==> src/rtl/mips_mc_controller.sv <==
// Multi-cycle MIPS control unit: sequences FETCH/DECODE/execute/writeback
// over a shared instruction/data memory that can stretch accesses via
// mem_ready. Datapath controls are decoded combinationally from the state.
//
//   state   | code | meaning
//   FETCH   |  0   | read instruction at PC, PC+4 -> PC when memory completes
//   DECODE  |  1   | read registers, precompute branch target in ALUOut
//   MEMADR  |  2   | effective address = rs + signimm
//   MEMRD   |  3   | data read from ALUOut address, held until memory completes
//   MEMWB   |  4   | loaded data -> rt
//   MEMWR   |  5   | data write to ALUOut address, held until memory completes
//   RTYPEEX |  6   | ALU op selected by funct
//   RTYPEWB |  7   | ALU result -> rd (suppressed for unsupported funct)
//   BEQEX   |  8   | compare rs/rt, take branch target when equal
//   ADDIEX  |  9   | rs + signimm
//   ADDIWB  | 10   | ALU result -> rt
//   JEX     | 11   | jump target -> PC
module mips_mc_controller #(
   parameter int FETCH_WAIT = 1
) (
   input  logic       clk,
   input  logic       reset,
   input  logic [5:0] op,
   input  logic [5:0] funct,
   input  logic       zero,
   input  logic       mem_ready,
   output logic       pcen,
   output logic       iord,
   output logic       memwrite,
   output logic       irwrite,
   output logic       regdst,
   output logic       memtoreg,
   output logic       regwrite,
   output logic       alusrca,
   output logic [1:0] alusrcb,
   output logic [1:0] pcsrc,
   output logic [2:0] alucontrol,
   output logic [3:0] state,
   output logic       illegal_op
);

   typedef enum logic [3:0] {
      S_FETCH   = 4'd0,
      S_DECODE  = 4'd1,
      S_MEMADR  = 4'd2,
      S_MEMRD   = 4'd3,
      S_MEMWB   = 4'd4,
      S_MEMWR   = 4'd5,
      S_RTYPEEX = 4'd6,
      S_RTYPEWB = 4'd7,
      S_BEQEX   = 4'd8,
      S_ADDIEX  = 4'd9,
      S_ADDIWB  = 4'd10,
      S_JEX     = 4'd11
   } state_e;

   localparam logic [5:0] OP_RTYPE = 6'b000000;
   localparam logic [5:0] OP_LW    = 6'b100011;
   localparam logic [5:0] OP_SW    = 6'b101011;
   localparam logic [5:0] OP_BEQ   = 6'b000100;
   localparam logic [5:0] OP_ADDI  = 6'b001000;
   localparam logic [5:0] OP_J     = 6'b000010;

   state_e     state_q, state_d;
   logic       bad_funct_q, bad_funct_d;
   logic       ready_eff;
   logic       funct_ok;
   logic [2:0] funct_alu;

   assign ready_eff = (FETCH_WAIT == 0) ? 1'b1 : mem_ready;
   assign state     = state_q;

   // R-type funct decode, shared by the execute cycle and the writeback gate
   always_comb begin
      funct_ok  = 1'b1;
      funct_alu = 3'b010;
      case (funct)
         6'b100000: funct_alu = 3'b010;
         6'b100010: funct_alu = 3'b110;
         6'b100100: funct_alu = 3'b000;
         6'b100101: funct_alu = 3'b001;
         6'b101010: funct_alu = 3'b111;
         default:   funct_ok  = 1'b0;
      endcase
   end

   // Remember an unsupported funct seen in RTYPEEX so RTYPEWB can drop the write
   assign bad_funct_d = (state_q == S_RTYPEEX) ? ~funct_ok : bad_funct_q;

   // State register with asynchronous active-low reset
   always_ff @(posedge clk or negedge reset) begin
      if (!reset) begin
         state_q     <= S_FETCH;
         bad_funct_q <= 1'b0;
      end else begin
         state_q     <= state_d;
         bad_funct_q <= bad_funct_d;
      end
   end

   // Next-state logic
   always_comb begin
      state_d = S_FETCH;
      case (state_q)
         S_FETCH:   state_d = ready_eff ? S_DECODE : S_FETCH;
         S_DECODE: begin
            case (op)
               OP_LW, OP_SW: state_d = S_MEMADR;
               OP_RTYPE:     state_d = S_RTYPEEX;
               OP_BEQ:       state_d = S_BEQEX;
               OP_ADDI:      state_d = S_ADDIEX;
               OP_J:         state_d = S_JEX;
               default:      state_d = S_FETCH;
            endcase
         end
         S_MEMADR:  state_d = (op == OP_SW) ? S_MEMWR : S_MEMRD;
         S_MEMRD:   state_d = ready_eff ? S_MEMWB : S_MEMRD;
         S_MEMWR:   state_d = ready_eff ? S_FETCH : S_MEMWR;
         S_RTYPEEX: state_d = S_RTYPEWB;
         S_ADDIEX:  state_d = S_ADDIWB;
         default:   state_d = S_FETCH;
      endcase
   end

   // Output decode: everything defaults low, each state raises only its own controls
   always_comb begin
      pcen       = 1'b0;
      iord       = 1'b0;
      memwrite   = 1'b0;
      irwrite    = 1'b0;
      regdst     = 1'b0;
      memtoreg   = 1'b0;
      regwrite   = 1'b0;
      alusrca    = 1'b0;
      alusrcb    = 2'b00;
      pcsrc      = 2'b00;
      alucontrol = 3'b000;
      illegal_op = 1'b0;
      case (state_q)
         S_FETCH: begin
            alusrcb    = 2'b01;
            alucontrol = 3'b010;
            irwrite    = ready_eff;
            pcen       = ready_eff;
         end
         S_DECODE: begin
            alusrcb    = 2'b11;
            alucontrol = 3'b010;
            case (op)
               OP_LW, OP_SW, OP_RTYPE, OP_BEQ, OP_ADDI, OP_J: illegal_op = 1'b0;
               default:                                      illegal_op = 1'b1;
            endcase
         end
         S_MEMADR, S_ADDIEX: begin
            alusrca    = 1'b1;
            alusrcb    = 2'b10;
            alucontrol = 3'b010;
         end
         S_MEMRD: iord = 1'b1;
         S_MEMWB: begin
            memtoreg = 1'b1;
            regwrite = 1'b1;
         end
         S_MEMWR: begin
            iord     = 1'b1;
            memwrite = 1'b1;
         end
         S_RTYPEEX: begin
            alusrca    = 1'b1;
            alucontrol = funct_alu;
            illegal_op = ~funct_ok;
         end
         S_RTYPEWB: begin
            regdst   = 1'b1;
            regwrite = ~bad_funct_q;
         end
         S_BEQEX: begin
            alusrca    = 1'b1;
            alucontrol = 3'b110;
            pcsrc      = 2'b01;
            pcen       = zero;
         end
         S_ADDIWB: regwrite = 1'b1;
         S_JEX: begin
            pcsrc = 2'b10;
            pcen  = 1'b1;
         end
         default: ;
      endcase
   end

endmodule

==> config.mk <==
export PLATFORM = sky130hd
export DESIGN_NAME = mips_mc_controller
export DESIGN_NICKNAME = d
export VERILOG_FILES = /design/src/rtl/mips_mc_controller.sv
export SDC_FILE = /design/constraint.sdc
export NUM_CORES = 1
export LEC_CHECK = 0
export ABC_AREA = 1
export BUFFER_PORTS_ARGS = -buffer_cell sky130_fd_sc_hd__buf_2
export CORE_MARGIN = 1
export CORE_UTILIZATION = 30
export CTS_BUF_LIST = sky130_fd_sc_hd__clkbuf_2 sky130_fd_sc_hd__clkbuf_4 sky130_fd_sc_hd__clkbuf_8
export CTS_CLUSTER_DIAMETER = 200
export DETAILED_ROUTE_END_ITERATION = 6
export PLACE_DENSITY = 0.69
export SYNTH_ARGS = -nofsm -noshare
export SYNTH_HDL_FRONTEND = slang
export SYNTH_SLANG_ARGS = --single-unit
==> constraint.sdc <==
create_clock -name clk -period 1.5 [get_ports clk]
set_clock_uncertainty 0.2 [all_clocks]
set_input_delay 0.3 -clock clk [delete_from_list [all_inputs] [get_ports clk]]
set_output_delay 0.3 -clock clk [all_outputs]
set_load 0.02 [all_outputs]
==> metrics.log, run 1 <==
INFO  metric status = finished with violations
INFO  metric failing_checks = negative setup slack
INFO  metric finalWeightedCongestion = 0.781
INFO  metric critical_path_class = flop to output port
INFO  metric dr_total_vias = 1,025
INFO  metric m1WireLength = 1190 um
INFO  metric global_route.overflow_total = 0
INFO  metric maxCapViolCount = 0
INFO  metric post_layout_nonfiller_instances = 217
INFO  metric worstSetupStartpointType = flop
INFO  metric antenna_cells_inserted = 0
INFO  metric synth-seq-area-share = 0.207
INFO  metric netlist-cell-type-count = 20
INFO  metric power_density = 1230 mW/mm2
INFO  metric place_area = approximately 0.0011 mm2
INFO  metric maxUsedRoutingLayer = met4
INFO  metric path_cells = nor2_1 > nand2_1 > inv_1 > nand3_1 > nand2_2 > buf_2
INFO  metric worstMarginPinSlew = between 0.2 and 0.25 ns
INFO  metric multi_input_combinational_cell_area = 536 um2
INFO  metric clkSinkCount = 5
INFO  metric maxSlewHeadroom = 0.834
INFO  metric synth_seq_cells = 5
INFO  metric timing.final.max_slew_violations = 0
INFO  metric detailroute.wirelength.met2 = 1440 um
INFO  metric area_growth = 131%
INFO  metric die_area = 0.00219 mm2
INFO  metric floorplan.die.height = around 47 um
INFO  metric final.setup.tns = -5.45 ns
INFO  metric syn_nets = 130
INFO  metric critPathSlowestCell = sky130_fd_sc_hd__dfrtp_2
INFO  metric antenna_found_initial = 0
INFO  metric clkLatencyLatePin = 0.25 ns
INFO  metric post-dp-hpwl = 1720 um
INFO  metric final_common_cell = sky130_fd_sc_hd__buf_4
INFO  metric layout_min_cycle_time = slightly below 2 ns
INFO  metric htree_levels = 1
INFO  metric clock-root-buffer = sky130_fd_sc_hd__clkbuf_4
INFO  metric chipWidth = 46.8 um
INFO  metric initial_core_util = 0.335
INFO  metric first_pass_grt_wire_length = 3670 um
INFO  metric ant_nets = 0
INFO  metric vias_per_cell = 4.72
INFO  metric critPathCaptureType = output port
INFO  metric drt_first_iter_violations = 38
INFO  metric synth_area = around 600 um2
INFO  metric post_synthesis_average_cell_area = 5.29 um2
INFO  metric hp-class = input pin to asynchronous set/reset pin
INFO  metric report.final.hold_viol_count = 0
INFO  metric placeableCoreArea = 0.00180 mm2
INFO  metric critPathMaxFanout = 5
INFO  metric cts_tree = done
INFO  metric num_io_pins = 36
INFO  metric placement.io_buffers = 35
INFO  metric arrival = 1.44 ns
INFO  metric ys.warnings.count = 0
INFO  metric dp_cells = 201
INFO  metric globalRouteTotalUtil = 0.237
INFO  metric drc = 0
INFO  metric post-route-worst-setup-slack = -0.437 ns
INFO  metric seq_area = 130 um2
INFO  metric layout.filler_cells = ~130
INFO  metric cts_bufs_inserted = 3
INFO  metric path_clk_slew = 0.04 ns
INFO  metric p_leak = a little under 0.8 nW
INFO  metric critical_path_required = 1.00 ns
INFO  metric most-common-layout-cells = 37 x sky130_fd_sc_hd__buf_4, 22 x sky130_fd_sc_hd__nand2_1, 18 x sky130_fd_sc_hd__nor2_1, 18 x sky130_fd_sc_hd__buf_2, 18 x sky130_fd_sc_hd__buf_6
INFO  metric timing.fmax = 516 MHz
INFO  metric detail_route.first_pass.iterations = 4
INFO  metric detail_route.wirelength = 2800 um
INFO  metric layout.cell_area.non_filler = roughly 0.0014 mm2
INFO  metric drive_above_1_share = 0.615
INFO  metric dr_wl_met3 = 121 um
INFO  metric max-vdd-ir-drop = 0.000716 V
INFO  metric maximum_number_of_pins_on_one_net_before_global_route_repair = 8
INFO  metric floorplan.rows = 15
INFO  metric setup-violations-final = 22
INFO  metric routedWlPerCell = 12.9 um
INFO  metric netlist_instances = 114
INFO  metric cts_buffer_depth = 2
INFO  metric critical_path.max_stage_delay = ~0.46 ns
INFO  metric rsz0062_at_grt = yes
INFO  metric finalCritPeriodShare = 1.29
INFO  metric grt_pass1_vias = between 900 and 1,000
INFO  metric final_stage_net_count = between 200 and 250
[path summary, 6_finish.rpt]
kind	startpoint	endpoint	slack, ns	depth (start not counted)
hold / removal	reset	state[0]	0.23	2
setup reg to reg	state[0]	state[1]	-0.26	11
max in group asynchronous	reset	state[2]	0.72	2
hold reg to reg	bad_funct_q	bad_funct_q	0.36	2
setup / recovery	state[1]	illegal_op	-0.44	6
min in group clk	op[0]	state[1]	0.28	6
[metrics by stage]
step           utilization  power (mW)  hold slack, ns  setup slack, ns
2_1_floorplan            -       0.797          -0.196          -0.0956
3_3_place_gp         0.610        1.17         -0.0824           -0.134
3_5_place_dp         0.610        1.20         -0.0817           -0.190
4_1_cts              0.718        1.55           0.223           -0.376
5_1_grt              0.774        1.80           0.236           -0.456
6_report             0.774        1.72           0.227           -0.437
[area by class of cell]
cell class | count | area share
clock buffers | 4 | 0.0215
inverters | 22 | 0.0628
multi-input cells | 87 | 0.384
flip-flops and latches | 5 | 0.0933
well taps | 25 | 0.0224
repair buffers | 74 | 0.416
[synthesized netlist by cell type, drive strengths merged]
cell type / number / share of area
o21ai: 4 / 0.033
o211ai: 1 / 0.012
dfrtp: 5 / 0.21
clkinv: 1 / 0.0062
nor2: 32 / 0.23
a21boi: 1 / 0.012
inv: 21 / 0.13
nand3: 10 / 0.083
o21bai: 1 / 0.012
nand3b: 1 / 0.012
nand2: 32 / 0.21
a21oi: 1 / 0.0083
o221ai: 1 / 0.015
nand4: 1 / 0.010
nor3: 2 / 0.017
[state kept, by name, summed over array words and instances (netlist names)]
| signal | flops |
|---|---|
| state | 4 |
| bad_funct_q | 1 |
[cell families (layout without fill, tap and decap cells)]
logic type / Yosys count / in the layout / synth area share
buf+inv: 22 / 100 / 0.137
flops: 5 / 5 / 0.207
simple gates: 78 / 78 / 0.562
compound gates: 9 / 9 / 0.0934
[timing repair]
item,in CTS,in global routing
pin swaps,4,2
hold buffers,1,0
setup buffers,6,5
hold endpoints to repair,5,0
resized for setup,35,19
setup endpoints to repair,17,22
[layer usage]
layer  vias up  GRT usage
li1        506          -
met1       472      0.242
met2        40      0.494
met3         7     0.0231
met4         0     0.0686
met5         -          0
[power breakdown]
group	internal, mW	switching (mW)	total [mW]
sequential	0.180	0.0567	0.237
clock	0.119	0.0563	0.175
combinational	0.576	0.729	1.31
[critical path: cells and delay by family (launching register included)]
kind	cells	cell delay, ns
flops	1	0.46
simple gates	4	0.47
buf+inv	2	0.25
No activity file was read; power rests on OpenSTA's default activity.
==> run 2: changes to the inputs <==
--- a/config.mk
+++ b/config.mk
@@ -7,7 +7,7 @@
 export LEC_CHECK = 0
 export ABC_AREA = 1
 export BUFFER_PORTS_ARGS = -buffer_cell sky130_fd_sc_hd__buf_2
-export CORE_MARGIN = 1
+export CORE_MARGIN = 10
 export CORE_UTILIZATION = 30
 export CTS_BUF_LIST = sky130_fd_sc_hd__clkbuf_2 sky130_fd_sc_hd__clkbuf_4 sky130_fd_sc_hd__clkbuf_8
 export CTS_CLUSTER_DIAMETER = 200
==> run 2 against run 1 <==
Net effect: the flow still finishes with violations (negative setup slack); count of clock-buffer cells in the layout did not move; highest routed layer unchanged; sequential share of layout area rose by 0.21 points; critical endpoint is now alucontrol[0]; combinational power barely moved.
==> metrics.log, run 2 (synthesis results as in run 1) <==
INFO  metric status = finished with violations
INFO  metric failing_checks = negative setup slack
INFO  metric cts_buffer_depth = 2 (unchanged)
INFO  metric initial_core_util = 0.311 (-0.0242)
INFO  metric critPathSlowestCell = sky130_fd_sc_hd__dfrtp_2
INFO  metric post_layout_nonfiller_instances = 214 (-1.4%)
INFO  metric floorplan.die.height = 64.8 um (+38%)
INFO  metric placeableCoreArea = 0.00194 mm2 (+7.8%)
INFO  metric detail_route.wirelength = 2620 um (-6.3%)
INFO  metric cts_tree = done
INFO  metric maxSlewHeadroom = 0.829 (-0.00512)
INFO  metric critPathMaxFanout = 7 (+2)
INFO  metric finalWeightedCongestion = 0.911 (+17%)
INFO  metric finalCritPeriodShare = 1.26 (-0.0347)
INFO  metric clkSinkCount = 5 (unchanged)
INFO  metric seq_area = 130 um2 (unchanged)
INFO  metric routedWlPerCell = 12.3 um (-5.0%)
INFO  metric drive_above_1_share = 0.615 (about the same)
INFO  metric max-vdd-ir-drop = 0.000838 V (+17%)
INFO  metric worstMarginPinSlew = 0.255 ns (+0.00762 ns)
INFO  metric power.total = 1.73 mW (+0.78%)
INFO  metric global_route.overflow_total = 0 (unchanged)
INFO  metric cts_bufs_inserted = 3 (unchanged)
INFO  metric post-dp-hpwl = 1980 um (+15%)
INFO  metric critical_path_class = flop to output port
INFO  metric postLayoutCoreUtil = 0.703 (-0.0713)
INFO  metric place_area = 0.00108 mm2 (-1.8%)
INFO  metric grt_pass1_vias = 979 (+8.2%)
INFO  metric power_density = 1270 mW/mm2 (+3.0%)
INFO  metric hp-class = input pin to asynchronous set/reset pin
INFO  metric timing.fmax = 531 MHz (+2.8%)
INFO  metric path_clk_slew = 0.05 ns (about the same)
INFO  metric report.final.hold_viol_count = 0 (unchanged)
INFO  metric layout.filler_cells = 153 (+19%)
INFO  metric post-route-worst-setup-slack = -0.385 ns (+0.0520 ns)
INFO  metric chipWidth = 64.8 um (+38%)
INFO  metric setup-violations-final = 17 (-23%)
INFO  metric globalRouteTotalUtil = 0.112 (-0.125)
INFO  metric clock-root-buffer = sky130_fd_sc_hd__clkbuf_4
INFO  metric vias_per_cell = 4.52 (-4.2%)
INFO  metric area_growth = 126%
INFO  metric dr_total_vias = 968 (-5.6%)
INFO  metric first_pass_grt_wire_length = 4000 um (+8.9%)
INFO  metric floorplan.rows = 16 (+1)
INFO  metric drc = 0 (unchanged)
INFO  metric critPathCaptureType = output port
INFO  metric critical_path_required = 1.00 ns (about the same)
INFO  metric p_leak = 0.762 nW (-1.5%)
INFO  metric antenna_found_initial = 0 (unchanged)
INFO  metric dp_cells = 200 (-0.50%)
INFO  metric critical_path.max_stage_delay = 0.42 ns (-0.04 ns)
INFO  metric worstSetupStartpointType = flop
INFO  metric most-common-layout-cells = 33 x sky130_fd_sc_hd__buf_4, 21 x sky130_fd_sc_hd__nor2_1, 20 x sky130_fd_sc_hd__nand2_1
INFO  metric num_io_pins = 36 (unchanged)
INFO  metric multi_input_combinational_cell_area = 533 um2 (-0.47%)
INFO  metric layout.cell_area.non_filler = 0.00137 mm2 (-2.2%)
INFO  metric clkLatencyLatePin = 0.25 ns (about the same)
INFO  metric final_stage_net_count = 204 (-2.4%)
INFO  metric arrival = 1.38 ns (-0.06 ns)
INFO  metric final.setup.tns = -4.86 ns (+0.589 ns)
INFO  metric number_of_flip_flops_in_the_largest_register = 4 (unchanged)
INFO  metric layout_min_cycle_time = 1.88 ns (-0.0520 ns)
INFO  metric drt_first_iter_violations = 22 (-42%)
INFO  metric maxCapViolCount = 0 (unchanged)
INFO  metric rsz0062_at_grt = yes
INFO  metric antenna_cells_inserted = 0 (unchanged)
INFO  metric timing.final.max_slew_violations = 0 (unchanged)
INFO  metric final_common_cell = sky130_fd_sc_hd__buf_4
INFO  metric ant_nets = 0 (unchanged)
INFO  metric die_area = 0.00420 mm2 (+92%)
INFO  metric maximum_number_of_pins_on_one_net_before_global_route_repair = 8 (unchanged)
INFO  metric htree_levels = 1 (unchanged)
INFO  metric placement.io_buffers = 35 (unchanged)
INFO  metric detail_route.first_pass.iterations = 4 (unchanged)
INFO  metric path_cells = inv_4 > nand2_4 > nor2_4 > a21boi_4 > buf_6
==> run 2: timing repair <==
action / in CTS / in global routing
hold buffers: 1 / 0
endpoints found under the setup margin: 18 / 21
pin swaps: 4 / 9
hold endpoints to repair: 5 / 0
setup buffers: 5 / 5
gates resized for setup: 31 / 27
==> run 2: layout make-up <==
cell class / instances / share of cell area
timing repair buffer: 69 / 0.404
multi-input combinational: 87 / 0.390
sequential: 5 / 0.0953
inverter: 22 / 0.0632
tap: 27 / 0.0247
clock buffer: 4 / 0.0220
==> run 2: report_power, final <==
group          total (mW)  switching [mW]  internal [mW]
sequential          0.226          0.0460          0.180
clock               0.180          0.0612          0.119
combinational        1.32           0.720          0.604
==> run 2: worst paths after layout <==
path | from | to | slack, ns | cells past startpoint
setup / recovery | state[0] | alucontrol[0] | -0.38 | 5
hold / removal | reset | bad_funct_q | 0.19 | 2
setup reg to reg | state[3] | state[1] | -0.05 | 9
hold reg to reg | bad_funct_q | bad_funct_q | 0.36 | 2
max in group asynchronous | reset | state[3] | 0.77 | 2
min in group clk | op[0] | state[1] | 0.26 | 6
==> run 2: critical path, delay by kind of cell, from the launching register on <==
kind,cells,cell delay [ns]
AND/OR/NAND/NOR,2,0.28
AO/OA/AOI/OAI,1,0.22
flip-flops,1,0.42
buffers and inverters,2,0.22
==> run 2: layer usage <==
metal | up-vias | GRT usage | share of wire
met5 | - | 0 | 0
met4 | 0 | 0.0615 | 0.029
met3 | 6 | 0.0309 | 0.065
met2 | 32 | 0.196 | 0.54
met1 | 431 | 0.119 | 0.37
li1 | 499 | - | -
==> run 2: through the flow <==
stage          hold slack, ns  worst slack, ns
2_1_floorplan          -0.196          -0.0956
3_3_place_gp          -0.0828           -0.169
3_5_place_dp          -0.0822           -0.215
4_1_cts                 0.186           -0.375
5_1_grt                 0.208           -0.441
6_report                0.186           -0.385
==> run 3: changes to the inputs <==
--- a/config.mk
+++ b/config.mk
@@ -8,11 +8,11 @@
 export ABC_AREA = 1
 export BUFFER_PORTS_ARGS = -buffer_cell sky130_fd_sc_hd__buf_2
 export CORE_MARGIN = 10
-export CORE_UTILIZATION = 30
+export CORE_UTILIZATION = 44
 export CTS_BUF_LIST = sky130_fd_sc_hd__clkbuf_2 sky130_fd_sc_hd__clkbuf_4 sky130_fd_sc_hd__clkbuf_8
 export CTS_CLUSTER_DIAMETER = 200
 export DETAILED_ROUTE_END_ITERATION = 6
-export PLACE_DENSITY = 0.69
+export PLACE_DENSITY = 0.86
 export SYNTH_ARGS = -nofsm -noshare
 export SYNTH_HDL_FRONTEND = slang
 export SYNTH_SLANG_ARGS = --single-unit
==> run 3 against run 2 <==
Net effect: the run now fails in clock tree synthesis (4_1_cts); area after synthesis unchanged; synthesized cell count unchanged.
==> metrics.log, run 3 <==
INFO  metric post_cts.resized_instances = 48 (+55%)
INFO  metric chipWidth = 57.0 um (-12%)
INFO  metric placement.io_buffers = 35 (unchanged)
INFO  metric num_io_pins = 36 (unchanged)
INFO  metric cts_buffer_depth = 2 (unchanged)
INFO  metric cts_bufs_inserted = 3 (unchanged)
INFO  metric cts-hold-fix-buffers = 1 (unchanged)
INFO  metric ys.warnings.count = 0 (unchanged)
INFO  metric netlist_instances = 114 (unchanged)
INFO  metric synth_top_area_frac = 0.207 (unchanged)
INFO  metric post_synthesis_average_cell_area = 5.29 um2 (unchanged)
INFO  metric number_of_synthesized_flops_with_an_enable_pin = 0 (unchanged)
INFO  metric synth_area = 603 um2 (unchanged)
INFO  metric clock-root-buffer = sky130_fd_sc_hd__clkbuf_4
INFO  metric flow.first_error = [ERROR DPL-0038] Utilization greater than 100%, impossible to legalize
INFO  metric synth_commonest_cells = 29 x sky130_fd_sc_hd__nand2_1, 27 x sky130_fd_sc_hd__nor2_1, 15 x sky130_fd_sc_hd__inv_1, 10 x sky130_fd_sc_hd__nand3_1, 6 x sky130_fd_sc_hd__inv_2
INFO  metric synth_seq_cells = 5 (unchanged)
INFO  metric synth-seq-area-share = 0.207 (unchanged)
INFO  metric synth_top_area_cell = sky130_fd_sc_hd__dfrtp_1
INFO  metric cts.repair_timing.setup_buffer_count = 8 (+3)
INFO  metric initial_core_util = 0.463 (+0.153)
INFO  metric finalWeightedCongestion = 0.885 (-2.9%)
INFO  metric dp_cells = 190 (-5.0%)
INFO  metric failed_stage = clock tree synthesis (4_1_cts)
INFO  metric status = did not finish
INFO  metric htree_levels = 1 (unchanged)
INFO  metric clkSinkCount = 5 (unchanged)
INFO  metric floorplan.die.height = 57.0 um (-12%)
INFO  metric netlist-cell-type-count = 20 (unchanged)
INFO  metric post-dp-hpwl = 2110 um (+6.4%)
INFO  metric synth_async_sr_flop_share = 1.00 (unchanged)
INFO  metric floorplan.rows = 13 (-3)
INFO  metric synth_flop_cell = sky130_fd_sc_hd__dfrtp_1
INFO  metric ys_top_cells_by_area = sky130_fd_sc_hd__dfrtp_1 21%, sky130_fd_sc_hd__nand2_1 18%, sky130_fd_sc_hd__nor2_1 17%
INFO  metric yosysMostFrequentCell = sky130_fd_sc_hd__nand2_1
INFO  metric syn_nets = 130 (unchanged)
==> run 3: cell counts after synthesis <==
No cell type changed its count.
==> run 3: cells by family after synthesis <==
logic type,count (synthesis),synth area share
buffers and inverters,22,0.137
DFF,5,0.207
and+or+nand+nor,78,0.562
AOI/OAI and AO/OA,9,0.0934
==> run 3: through the flow <==
step,instance area (um2),util,setup WS [ns]
floorplan,691,-,-0.0956
global placement,1080,0.830,-0.124
detailed placement,1080,0.830,-0.192
==> run 4: changes to the inputs <==
==> config.mk (replaced) <==
export PLATFORM = sky130hd
export DESIGN_NAME = mips_mc_controller
export DESIGN_NICKNAME = d
export VERILOG_FILES = /design/src/rtl/mips_mc_controller.sv
export SDC_FILE = /design/constraint.sdc
export NUM_CORES = 1
export LEC_CHECK = 0
export ABC_AREA = 1
export BUFFER_PORTS_ARGS = -buffer_cell sky130_fd_sc_hd__buf_2
export CORE_AREA = 10 10 71 73
export DETAILED_ROUTE_END_ITERATION = 6
export DIE_AREA = 0 0 81 83
export PLACE_DENSITY_LB_ADDON = 0.15
export SYNTH_ARGS = -nofsm -noshare
export SYNTH_HDL_FRONTEND = slang
export SYNTH_SLANG_ARGS = --single-unit
==> run 4 against run 3 <==
Net effect: the flow now finishes, with violations (negative setup slack).
==> metrics.log, run 4 (synthesis results as in run 1) <==
INFO  metric place_area = 0.00111 mm2 (+2.4%)
INFO  metric groute.layer.met3.usage = 0.0226
INFO  metric rsz0062_at_grt = yes
INFO  metric worstSetupStartpointType = flop
INFO  metric globalRouteTotalUtil = 0.0727
INFO  metric path_clk_slew = 0.03 ns
INFO  metric post-dp-hpwl = 2130 um (+1.3%)
INFO  metric layout_min_cycle_time = 1.86 ns
INFO  metric drc = 0
INFO  metric htree_levels = 1 (unchanged)
INFO  metric p_leak = 0.783 nW
INFO  metric timing.final.max_slew_violations = 0
INFO  metric proportion_of_power_drawn_by_combinational_gates = 0.738
INFO  metric detail_route.first_pass.iterations = 4
INFO  metric grt_use_met2 = 0.122
INFO  metric maxCapViolCount = 0
INFO  metric cell_internal_pwr = 976 uW
INFO  metric cts_bufs_inserted = 3 (unchanged)
INFO  metric antenna_cells_inserted = 0
INFO  metric clkLatencyLatePin = 0.22 ns
INFO  metric cts_tree = done
INFO  metric failing_checks = negative setup slack
INFO  metric placeableCoreArea = 0.00363 mm2
INFO  metric postLayoutCoreUtil = 0.409
INFO  metric swShare = 0.467
INFO  metric final_common_cell = sky130_fd_sc_hd__buf_6
INFO  metric sequentialPowerShare = 0.128
INFO  metric hp-class = input pin to asynchronous set/reset pin
INFO  metric layout.cell_area.non_filler = around 0.0015 mm2
INFO  metric first_pass_grt_wire_length = 4040 um
INFO  metric drt_first_iter_violations = 32
INFO  metric status = finished with violations
INFO  metric critPathCaptureType = output port
INFO  metric critical_path_required = 1.00 ns
INFO  metric report.final.hold_viol_count = 0
INFO  metric placement.io_buffers = 35 (unchanged)
INFO  metric clkSinkCount = 5 (unchanged)
INFO  metric initial_core_util = 0.166 (-0.297)
INFO  metric critPathMaxFanout = 6
INFO  metric ant_nets = 0
INFO  metric vias_per_cell = 4.06
INFO  metric number_of_flip_flops_in_the_largest_register = 4
INFO  metric clock-root-buffer = sky130_fd_sc_hd__clkbuf_8
INFO  metric max-vdd-ir-drop = 0.000332 V
INFO  metric grt_busiest_layer = met2
INFO  metric critical_path_class = flop to output port
INFO  metric cts_buffer_depth = 2 (unchanged)
INFO  metric drive_above_1_share = 0.651
INFO  metric num_io_pins = 36 (unchanged)
INFO  metric power.net_switching = 853 uW
INFO  metric grt_pass1_vias = about 940
INFO  metric global_route.overflow_total = 0
INFO  metric maximum_number_of_pins_on_one_net_before_global_route_repair = 8
INFO  metric detail_route.wirelength = 2660 um
INFO  metric dr_total_vias = 962
INFO  metric power.share.clock = 0.134
INFO  metric most-common-layout-cells = 27 x sky130_fd_sc_hd__buf_6, 25 x sky130_fd_sc_hd__buf_4, 18 x sky130_fd_sc_hd__nor2_1, 18 x sky130_fd_sc_hd__buf_2, 17 x sky130_fd_sc_hd__nand2_1
INFO  metric hold-worst-slack = 0.228 ns
INFO  metric antenna_found_initial = 0
INFO  metric setup-violations-final = 19
INFO  metric floorplan.rows = 22 (+9)
INFO  metric routedWlPerCell = roughly 11 um
INFO  metric final_stage_net_count = 206
INFO  metric timing.fmax = around 540 MHz
INFO  metric power_density = 1230 mW/mm2
INFO  metric floorplan.die.height = 83 um (+46%)
INFO  metric area_growth = 147%
INFO  metric finalCritPeriodShare = 1.24
INFO  metric maxSlewHeadroom = 0.830
INFO  metric post-route-worst-setup-slack = -0.359 ns
INFO  metric chipWidth = 81 um (+42%)
INFO  metric worstMarginPinSlew = 0.253 ns
INFO  metric arrival = 1.36 ns
INFO  metric grt.met1_usage = 0.0823
INFO  metric die_area = approximately 0.0067 mm2
INFO  metric power.total = 1.83 mW
INFO  metric finalWeightedCongestion = 0.778 (-12%)
==> run 4: metal layers <==
layer  part of all wire  routed length, um  vias to the layer above
met5                  0                  0                        -
met4             0.0049                 13                        0
met3              0.057                152                        2
met2               0.53               1420                       20
met1               0.40               1070                      439
li1                   -                  -                      501
==> run 4: final timing paths <==
| kind | from | end | slack, ns | depth (start not counted) |
|---|---|---|---|---|
| min in group clk | mem_ready | state[0] | 0.28 | 5 |
| worst max register to register | state[3] | state[1] | -0.25 | 12 |
| worst min register to register | bad_funct_q | bad_funct_q | 0.39 | 2 |
| max in group asynchronous | reset | state[3] | 0.73 | 2 |
| worst max-delay path | state[3] | alucontrol[1] | -0.36 | 6 |
| worst min-delay path | reset | bad_funct_q | 0.23 | 2 |
==> run 4: through the flow <==
step                setup TNS (ns)  setup slack [ns]  cells
detailed placement           -1.23            -0.193    221
CTS                          -4.30            -0.373    230
floorplan                   -0.436           -0.0956    114
finish                       -4.44            -0.359    237
global route                 -5.64            -0.440    237
global placement             -1.25            -0.153    221
==> run 4: cell type report <==
cell class                      count  area (um2)
Timing Repair Buffer               71         592
Sequential cell                     5         130
Inverter                           22        90.1
Fill cell                         396        2150
Multi-Input combinational cell     87         571
Clock buffer                        4        45.0
Tap cell                           48        60.1
==> run 4: repair_timing <==
item / CTS / global route
resized for setup: 41 / 35
setup endpoints to repair: 18 / 21
buffers inserted: 5 / 9
hold endpoints to repair: 5 / 0
cloned: 0 / 0
hold buffers: 1 / 0
pin swaps: 3 / 14
==> run 4: power groups by stage <==
stage	sequential, mW	clock (mW)	combinational, mW
final	0.233	0.246	1.35
after global routing	0.239	0.271	1.45
after CTS	0.229	0.255	1.16
after detailed placement	0.233	0	0.964
after global placement	0.233	0	0.964
after floorplan	0.268	0	0.529
==> run 4: worst max-delay path, stage by stage, from the launching register on <==
cell and delay [ns]:
sky130_fd_sc_hd__dfrtp_2 0.44, sky130_fd_sc_hd__inv_2 0.08, sky130_fd_sc_hd__nand2_4 0.06, sky130_fd_sc_hd__nor2_4 0.19, sky130_fd_sc_hd__nand2_1 0.09, sky130_fd_sc_hd__o211ai_1 0.10
sky130_fd_sc_hd__buf_4 0.17
